--- config.mk ---
export PLATFORM = sky130hd
export DESIGN_NAME = systolic_tile_ctrl
export DESIGN_NICKNAME = d
export VERILOG_FILES = /design/src/rtl/systolic_pkg.sv /design/src/rtl/systolic_tile_ctrl.sv
export SDC_FILE = /design/constraint.sdc
export NUM_CORES = 1
export LEC_CHECK = 0
export CORE_ASPECT_RATIO = 1.25
export CORE_UTILIZATION = 57
export CTS_BUF_LIST = sky130_fd_sc_hd__clkbuf_8 sky130_fd_sc_hd__clkbuf_16
export DETAILED_ROUTE_END_ITERATION = 7
export GPL_ROUTABILITY_DRIVEN = 0
export PLACE_DENSITY = 0.84
export RECOVER_POWER = 50
export SYNTH_ARGS = -nofsm -noshare
export SYNTH_HDL_FRONTEND = slang
export SYNTH_SLANG_ARGS = --single-unit
--- constraint.sdc ---
create_clock -name clk -period 8.8 [get_ports clk]
set_input_delay 1.32 -clock clk [delete_from_list [all_inputs] [get_ports clk]]
set_output_delay 1.32 -clock clk [all_outputs]
set_load 0.03 [all_outputs]
--- src/rtl/systolic_pkg.sv ---
// Shared types and constants for the systolic MAC array tile controller.
package systolic_pkg;

    // Controller sequencing states.
    typedef enum logic [2:0] {
        ST_IDLE   = 3'd0,
        ST_CLEAR  = 3'd1,
        ST_SETTLE = 3'd2,
        ST_FEED   = 3'd3,
        ST_DRAIN  = 3'd4,
        ST_DONE   = 3'd5
    } ctrl_state_e;

    // Must stay equal to the depth of the array's reset synchroniser.
    localparam int SETTLE_CYCLES = 2;

    // Cycles of zero operands needed to push the last product out of the
    // skewed array pipeline.
    function automatic int DRAIN_CYCLES(input int rows, input int cols);
        return rows + cols + 32'sd2;
    endfunction

endpackage

--- src/rtl/systolic_tile_ctrl.sv ---
// Tile sequencer for the INT8 systolic MAC array: clear, settle, feed K
// operand beats, drain with zero operands, then hold the result.
module systolic_tile_ctrl
    import systolic_pkg::*;
#(
    parameter int ROWS  = 32,
    parameter int COLS  = 16,
    parameter int K_MAX = 4096,
    parameter int KW    = $clog2(K_MAX + 1)
) (
    input  logic          clk,
    input  logic          reset_n,
    input  logic          cmd_valid,
    output logic          cmd_ready,
    input  logic [KW-1:0] cmd_k,
    input  logic          op_valid,
    output logic          op_ready,
    output logic [KW-1:0] op_k,
    output logic          arr_clear,
    output logic          arr_en,
    output logic          arr_zero,
    output logic          res_valid,
    input  logic          res_ready,
    output logic          busy,
    output logic [31:0]   stall_cnt
);

    // The settle and drain phases never overlap, so they share one counter.
    localparam int            CW          = $clog2(ROWS + COLS + 3);
    localparam logic [CW-1:0] DRAIN_LAST  = CW'(DRAIN_CYCLES(ROWS, COLS) - 1);
    localparam logic [CW-1:0] SETTLE_LAST = CW'(SETTLE_CYCLES - 1);
    localparam logic [KW-1:0] K_MAX_V     = KW'(K_MAX);

    ctrl_state_e   state_r;
    logic [KW-1:0] k_len_r;
    logic [KW-1:0] op_k_r;
    logic [CW-1:0] cnt_r;
    logic [31:0]   stall_cnt_r;
    logic          cmd_ready_r;
    logic          busy_r;
    logic          op_ready_r;
    logic          arr_clear_r;
    logic          arr_en_r;
    logic          arr_zero_r;
    logic          res_valid_r;

    logic [KW-1:0] k_clamp_s;
    logic [KW-1:0] k_last_s;
    logic          stall_sat_s;

    // Clamp the requested reduction length and precompute the final beat index.
    always_comb begin
        k_clamp_s   = cmd_k;
        k_last_s    = k_len_r - KW'(1);
        stall_sat_s = &stall_cnt_r;
        if (cmd_k > K_MAX_V) begin
            k_clamp_s = K_MAX_V;
        end else begin
            k_clamp_s = cmd_k;
        end
    end

    // Sequencer: state, counters and registered control outputs together.
    always_ff @(posedge clk or negedge reset_n) begin
        if (!reset_n) begin
            state_r     <= ST_IDLE;
            k_len_r     <= '0;
            op_k_r      <= '0;
            cnt_r       <= '0;
            stall_cnt_r <= 32'd0;
            cmd_ready_r <= 1'b1;
            busy_r      <= 1'b0;
            op_ready_r  <= 1'b0;
            arr_clear_r <= 1'b0;
            arr_en_r    <= 1'b0;
            arr_zero_r  <= 1'b0;
            res_valid_r <= 1'b0;
        end else begin
            case (state_r)
                ST_IDLE: begin
                    if (cmd_valid) begin
                        k_len_r     <= k_clamp_s;
                        op_k_r      <= '0;
                        stall_cnt_r <= 32'd0;
                        cmd_ready_r <= 1'b0;
                        busy_r      <= 1'b1;
                        arr_clear_r <= 1'b1;
                        state_r     <= ST_CLEAR;
                    end
                end
                ST_CLEAR: begin
                    arr_clear_r <= 1'b0;
                    cnt_r       <= SETTLE_LAST;
                    state_r     <= ST_SETTLE;
                end
                ST_SETTLE: begin
                    if (cnt_r == '0) begin
                        if (k_len_r != '0) begin
                            op_ready_r <= 1'b1;
                            state_r    <= ST_FEED;
                        end else begin
                            cnt_r      <= DRAIN_LAST;
                            arr_en_r   <= 1'b1;
                            arr_zero_r <= 1'b1;
                            state_r    <= ST_DRAIN;
                        end
                    end else begin
                        cnt_r <= cnt_r - CW'(1);
                    end
                end
                ST_FEED: begin
                    if (op_valid) begin
                        if (op_k_r == k_last_s) begin
                            // Index stays on the final beat once feeding ends.
                            op_ready_r <= 1'b0;
                            cnt_r      <= DRAIN_LAST;
                            arr_en_r   <= 1'b1;
                            arr_zero_r <= 1'b1;
                            state_r    <= ST_DRAIN;
                        end else begin
                            op_k_r <= op_k_r + KW'(1);
                        end
                    end else if (!stall_sat_s) begin
                        stall_cnt_r <= stall_cnt_r + 32'd1;
                    end
                end
                ST_DRAIN: begin
                    if (cnt_r == '0) begin
                        arr_en_r    <= 1'b0;
                        arr_zero_r  <= 1'b0;
                        res_valid_r <= 1'b1;
                        state_r     <= ST_DONE;
                    end else begin
                        cnt_r <= cnt_r - CW'(1);
                    end
                end
                ST_DONE: begin
                    if (res_ready) begin
                        res_valid_r <= 1'b0;
                        busy_r      <= 1'b0;
                        cmd_ready_r <= 1'b1;
                        state_r     <= ST_IDLE;
                    end
                end
                default: begin
                    state_r     <= ST_IDLE;
                    cmd_ready_r <= 1'b1;
                    busy_r      <= 1'b0;
                    op_ready_r  <= 1'b0;
                    arr_clear_r <= 1'b0;
                    arr_en_r    <= 1'b0;
                    arr_zero_r  <= 1'b0;
                    res_valid_r <= 1'b0;
                end
            endcase
        end
    end

    assign cmd_ready = cmd_ready_r;
    assign busy      = busy_r;
    assign op_ready  = op_ready_r;
    assign op_k      = op_k_r;
    assign arr_clear = arr_clear_r;
    assign arr_zero  = arr_zero_r;
    assign res_valid = res_valid_r;
    assign stall_cnt = stall_cnt_r;
    // During FEED a missing beat freezes the whole array in the same cycle.
    assign arr_en    = op_ready_r ? op_valid : arr_en_r;

endmodule

=== Word-level counts from Yosys, hierarchy flattened ===
Index checks and enable logic that the tools add are counted.

* Register bits: 73
* Latch bits: 0
* RAM bits: 0
* ROM bits: 0
* Bits of input ports: 18
* Output and inout bits: 52
* Word-level logic and storage cells: 105
* Memories: 0

* Add/sub/neg operators: 4
* $mul: 0
* Div/mod/pow operators: 0
* Magnitude comparators: 1
* Equal/unequal tests: 19
* Shift-type cells: 0
* Muxes and demuxes: 44
* Bitwise logic cells: 5
* Reduce and logical (&&, ||, !) cells: 21

{| class="wikitable"
|+ Operator list
! cell !! number
|-
| $mux 32 || 3
|-
| $pmux 32 s2 || 1
|-
| $mux 13 || 4
|-
| $add 32x1->32 const B || 1
|-
| $reduce_and 32->1 || 1
|-
| $mux 6 || 5
|-
| $pmux 13 s2 || 1
|-
| $ne 2x2->1 const B || 12
|-
| $pmux 6 s4 || 1
|-
| $mux 3 || 7
|-
| $pmux 3 s6 || 1
|-
| $reduce_or 4->1 || 4
|-
| $mux 1 || 15
|-
| $add 13x1->13 const B || 1
|-
| $eq 13x13->1 || 1
|-
| $gt 13x13->1 const B || 1
|-
| $reduce_bool 13->1 || 1
|-
| $sub 13x1->13 const B || 1
|-
| $pmux 1 s3 || 4
|-
| $reduce_and 6->1 || 2
|-
| $reduce_and 5->1 || 2
|-
| $reduce_and 4->1 || 2
|-
| $eq 3x2->1 const B || 2
|-
| $eq 3x3->1 const B || 2
|-
| other kinds (13) || 19
|}

=== Depth between registers and ports, before layout ===
* Depth in word-level cells: 5
* Gate-level depth with buffers: 12
* Gate-level depth less buffers: 10

=== Worst setup path before layout ===
No wires, ideal clock.

* Path kind: input-to-output
* Start: input port op_valid
* End: output port arr_en
* Arrival: 1.652 ns
* Data required time: 7.480 ns
* Path slack: 5.828 ns
* Stages on the path: 1
* Buffers on the path: 0
* Cells stage by stage: mux2_2

* Cells in the longest elaborated chain, start to end: 1

{| class="wikitable"
|+ RTL lines
! item !! line !! RTL
|-
| start: declaration || systolic_tile_ctrl.sv:16 || <nowiki>input logic op_valid,</nowiki>
|-
| $mux 1 || systolic_tile_ctrl.sv:168 || <nowiki>assign arr_en = op_ready_r ? op_valid : arr_en_r;</nowiki>
|-
| end: declaration || systolic_tile_ctrl.sv:20 || <nowiki>output logic arr_en,</nowiki>
|}

No other way between the ends.

=== Worst setup path in the final report ===
* Start: input port cmd_valid
* End: register stall_cnt_r[23] (netlist: stall_cnt[23])

* Cells in the longest elaborated chain, start to end: 2

{| class="wikitable"
|+ RTL lines
! item !! line !! RTL
|-
| start: declaration || systolic_tile_ctrl.sv:13 || <nowiki>input logic cmd_valid,</nowiki>
|-
| $ne 2x2->1 (no line) || -- ||
|-
| $reduce_and 4->1 (no line) || -- ||
|-
| end signal: assignment || systolic_tile_ctrl.sv:124 || <nowiki>stall_cnt_r <= stall_cnt_r + 32'd1;</nowiki>
|-
| end: declaration || systolic_tile_ctrl.sv:38 || <nowiki>logic [31:0] stall_cnt_r;</nowiki>
|}

No other way between the ends.
A chain may end at the register's enable or synchronous reset.

==> flow_summary.json <==
{
  "status": "complete, but fails checks",
  "violations": "capacitance limit, slew limit",
  "synth_area_mm2": 0.00437,
  "ff2ff_setup_slack_ps": 4880,
  "final_hold_viol_count": 0,
  "end_kind": "flip-flop",
  "grt_pass1_wl_um": 17700,
  "post-place-ws_ps": 4750,
  "critical_path.top_delay_family": "buffers and inverters",
  "cts.sinks": 73,
  "htreeDepth": 3,
  "cap_violations": 2,
  "nFillCells": 556,
  "cp.arrival_ps": 4960,
  "ir_worst_vdd_uv": 183,
  "drive_gt1_share_pct": 8.50,
  "routed_wl_um": 10300,
  "finalPower_mw": 1.38,
  "path_class": "primary input to flip-flop",
  "path_clk_slew_ps": 80,
  "synth_top_area_share_pct": 41.3,
  "cpPeakStageDelay_ps": 1350,
  "critPathSlowestCell": "clkbuf_1",
  "tightest_slew_ps": 3780,
  "post-route-period-util_pct": 53.8,
  "regArea_mm2": 0.00183,
  "mostFrequentLayoutCell": "dfrtp_1",
  "ys.warnings.count": 0,
  "cts_buffer_depth": 2,
  "cts_hold_buffers": 0,
  "path_buf_inv": 2,
  "fin_util_pct": 71.1,
  "finalMaxSlewViolations": 117,
  "grt_overflow_total": 0,
  "synthTopCellsByArea": "dfrtp_1 41%, nor2_1 4.6%, xnor2_1 4.6%, xor2_1 3.8%, nand2_1 3.7%",
  "route.detailed.drc": 0,
  "drtIter0Drc": 235,
  "slew_headroom_pct": -152,
  "synth.distinct_cells": 65,
  "final_nets": 559,
  "cts_buffers": 9,
  "fmaxAchievable_ghz": 0.211,
  "setup_violations": 0,
  "ys.flop_type": "dfrtp_1",
  "insertion_delay_ps": 340,
  "synth_xor_xnor_area_share_pct": 8.43,
  "vias_per_cell": 6.06,
  "core_mm2": 0.00740,
  "num_io_pins": 70,
  "synth-edff-count": 0,
  "mostFrequentLayoutCells": "72 x dfrtp_1, 54 x nor2_1, 52 x clkdlybuf4s50_1, 43 x nand2_1, 23 x xnor2_1",
  "die_area_mm2": 0.00802,
  "start_kind": "primary input",
  "antenna_left": 0,
  "fp.dieW_um": 80.3,
  "multiInputGateArea_mm2": 0.00235,
  "grt_pass1_vias": 3756,
  "rows": 35,
  "r2r-end": "stall_cnt[23]",
  "r2r-start": "state_r[2]",
  "port_buffers": 69,
  "crit_required_ps": 9030,
  "min_period_ps": 4730,
  "synthArstFlopShare_pct": 100,
  "leakage_nw": 2.26,
  "cts-root-buf": "clkbuf_8",
  "ys_seq_elements": 73,
  "syn_area_per_cell_um2": 9.19,
  "antennaDiodeCount": 0,
  "synth_area_leader_cell": "dfrtp_1",
  "wl_per_cell_um": 16.2,
  "grt_setup_unrepaired": "no",
  "synth_top_family_by_area": "simple AND/OR/NAND/NOR gates",
  "antenna_found_initial": 0,
  "grt_max_degree": 74,
  "drt_pass1_iterations": 4,
  "fin_tns_setup_ps": 0,
  "synth_compound_gate_area_share_pct": 15.8,
  "syn_inst": 475,
  "cts-resized-gates": 0,
  "min_from": "res_valid",
  "path_cells": "dlygate4sd3_1 -> nand2b_1 -> nor3_2 -> clkbuf_1 -> o2111ai_1 -> or4_1 -> a21oi_1",
  "yosysSeqAreaShare_pct": 41.9,
  "hpwl_um": 7120,
  "critical_path_peak_fanout": 42,
  "area_delta_synth_final_pct": 20.5,
  "synth-simple-area-share_pct": 25.8,
  "dieHeight_um": 99.8,
  "cellPowerDensity_mw_per_mm2": 263,
  "initial_utilization_pct": 59.0,
  "min_to": "res_valid",
  "holdPathStages": 1,
  "cts_tree": "yes",
  "synth_fp_nets": 498,
  "synthAdderAreaFrac_pct": 1.43,
  "grt_usage_pct": 28.2,
  "hold_path.class": "flip-flop to flip-flop",
  "synthMuxAreaShare_pct": 2.41,
  "rr_worst_depth": 6,
  "setup_ws_ps": 4070,
  "postCtsSetupBuffers": 0,
  "clock_skew_ps": 11.4,
  "dr_total_vias": 3837
}
## where the power goes
group | internal, mW | total [mW] | switching [mW] | leakage, nW
Sequential | 0.399 | 0.516 | 0.117 | 0.978
Clock | 0.139 | 0.266 | 0.127 | 0.0985
Combinational | 0.263 | 0.603 | 0.340 | 1.19
Total | 0.801 | 1.38 | 0.584 | 2.26
## worst register-to-register path: stages, from the launching register on
cell	delay, ps
dfrtp_1	580
nand2b_1	270
nor3_2	100
clkbuf_1	1350
o2111ai_1	770
or4_1	600
a21oi_1	160
## per-layer routing
metal  track usage, %  part of all wire, %  up-vias
li1                 -                    -     1831
met1             35.7                   42     1894
met2             48.5                   52       97
met3             4.73                  3.9       15
met4             9.75                  1.8        0
met5                0                    0        -
## metrics by stage
stage	instance area (um2)	hold slack, ps	cells
2_1_floorplan	4370	479	475
3_3_place_gp	5060	492	617
6_report	5260	500	633
4_1_cts	5270	511	633
5_1_grt	5260	535	633
3_5_place_dp	5060	492	617
## synth_stat cells (5+ instances only)
library cell,n
a21oi_1,13
and2_1,6
xnor2_1,23
ha_1,5
xor2_1,19
and3_1,12
a211oi_1,5
nor3_1,15
mux2i_1,6
nand4_1,11
nand2_1,43
dfrtp_1,72
inv_1,15
o21ai_0,21
nor4_1,8
clkbuf_1,14
nand2b_1,8
a31oi_1,7
nand3_1,22
and4_1,6
a22o_1,8
buf_6,6
nor2_1,54
## cells by family (layout without fill, tap and decap cells)
logic type	Yosys count	after routing
simple gates	211	211
compound gates	97	97
flops	73	73
xor+xnor	42	42
buf+inv	37	103
mux	10	10
fa+ha+maj	5	5
## worst max-delay path by stage
stage	from	to	slack [ps]	depth (start not counted)
global route	reset_n	stall_cnt[27]	3400	2
CTS	op_valid	arr_en	4750	3
finish	cmd_valid	stall_cnt[23]	4070	7
global placement	op_valid	arr_en	4770	3
floorplan	op_valid	arr_en	5830	1
detailed placement	op_valid	arr_en	4750	3
## state kept, by name, summed over array words and instances, names as in the netlist
| register | flops |
|---|---|
| arr_clear | 1 |
| op_ready | 1 |
| busy | 1 |
| stall_cnt | 32 |
| cmd_ready | 1 |
| arr_zero | 1 |
| res_valid | 1 |
| op_k | 13 |
| state_r | 3 |
| k_len_r | 13 |
| cnt_r | 6 |
## final cells by class
cell class                      count  share of cell area (%)
Multi-Input combinational cell    365                    44.8
Sequential cell                    73                    34.8
Timing Repair Buffer               72                    13.3
Clock buffer                       10                    2.62
Tap cell                           92                    2.19
Clock inverter                      6                    1.28
Inverter                           15                    1.07
Power figures use the tool's default switching activity.
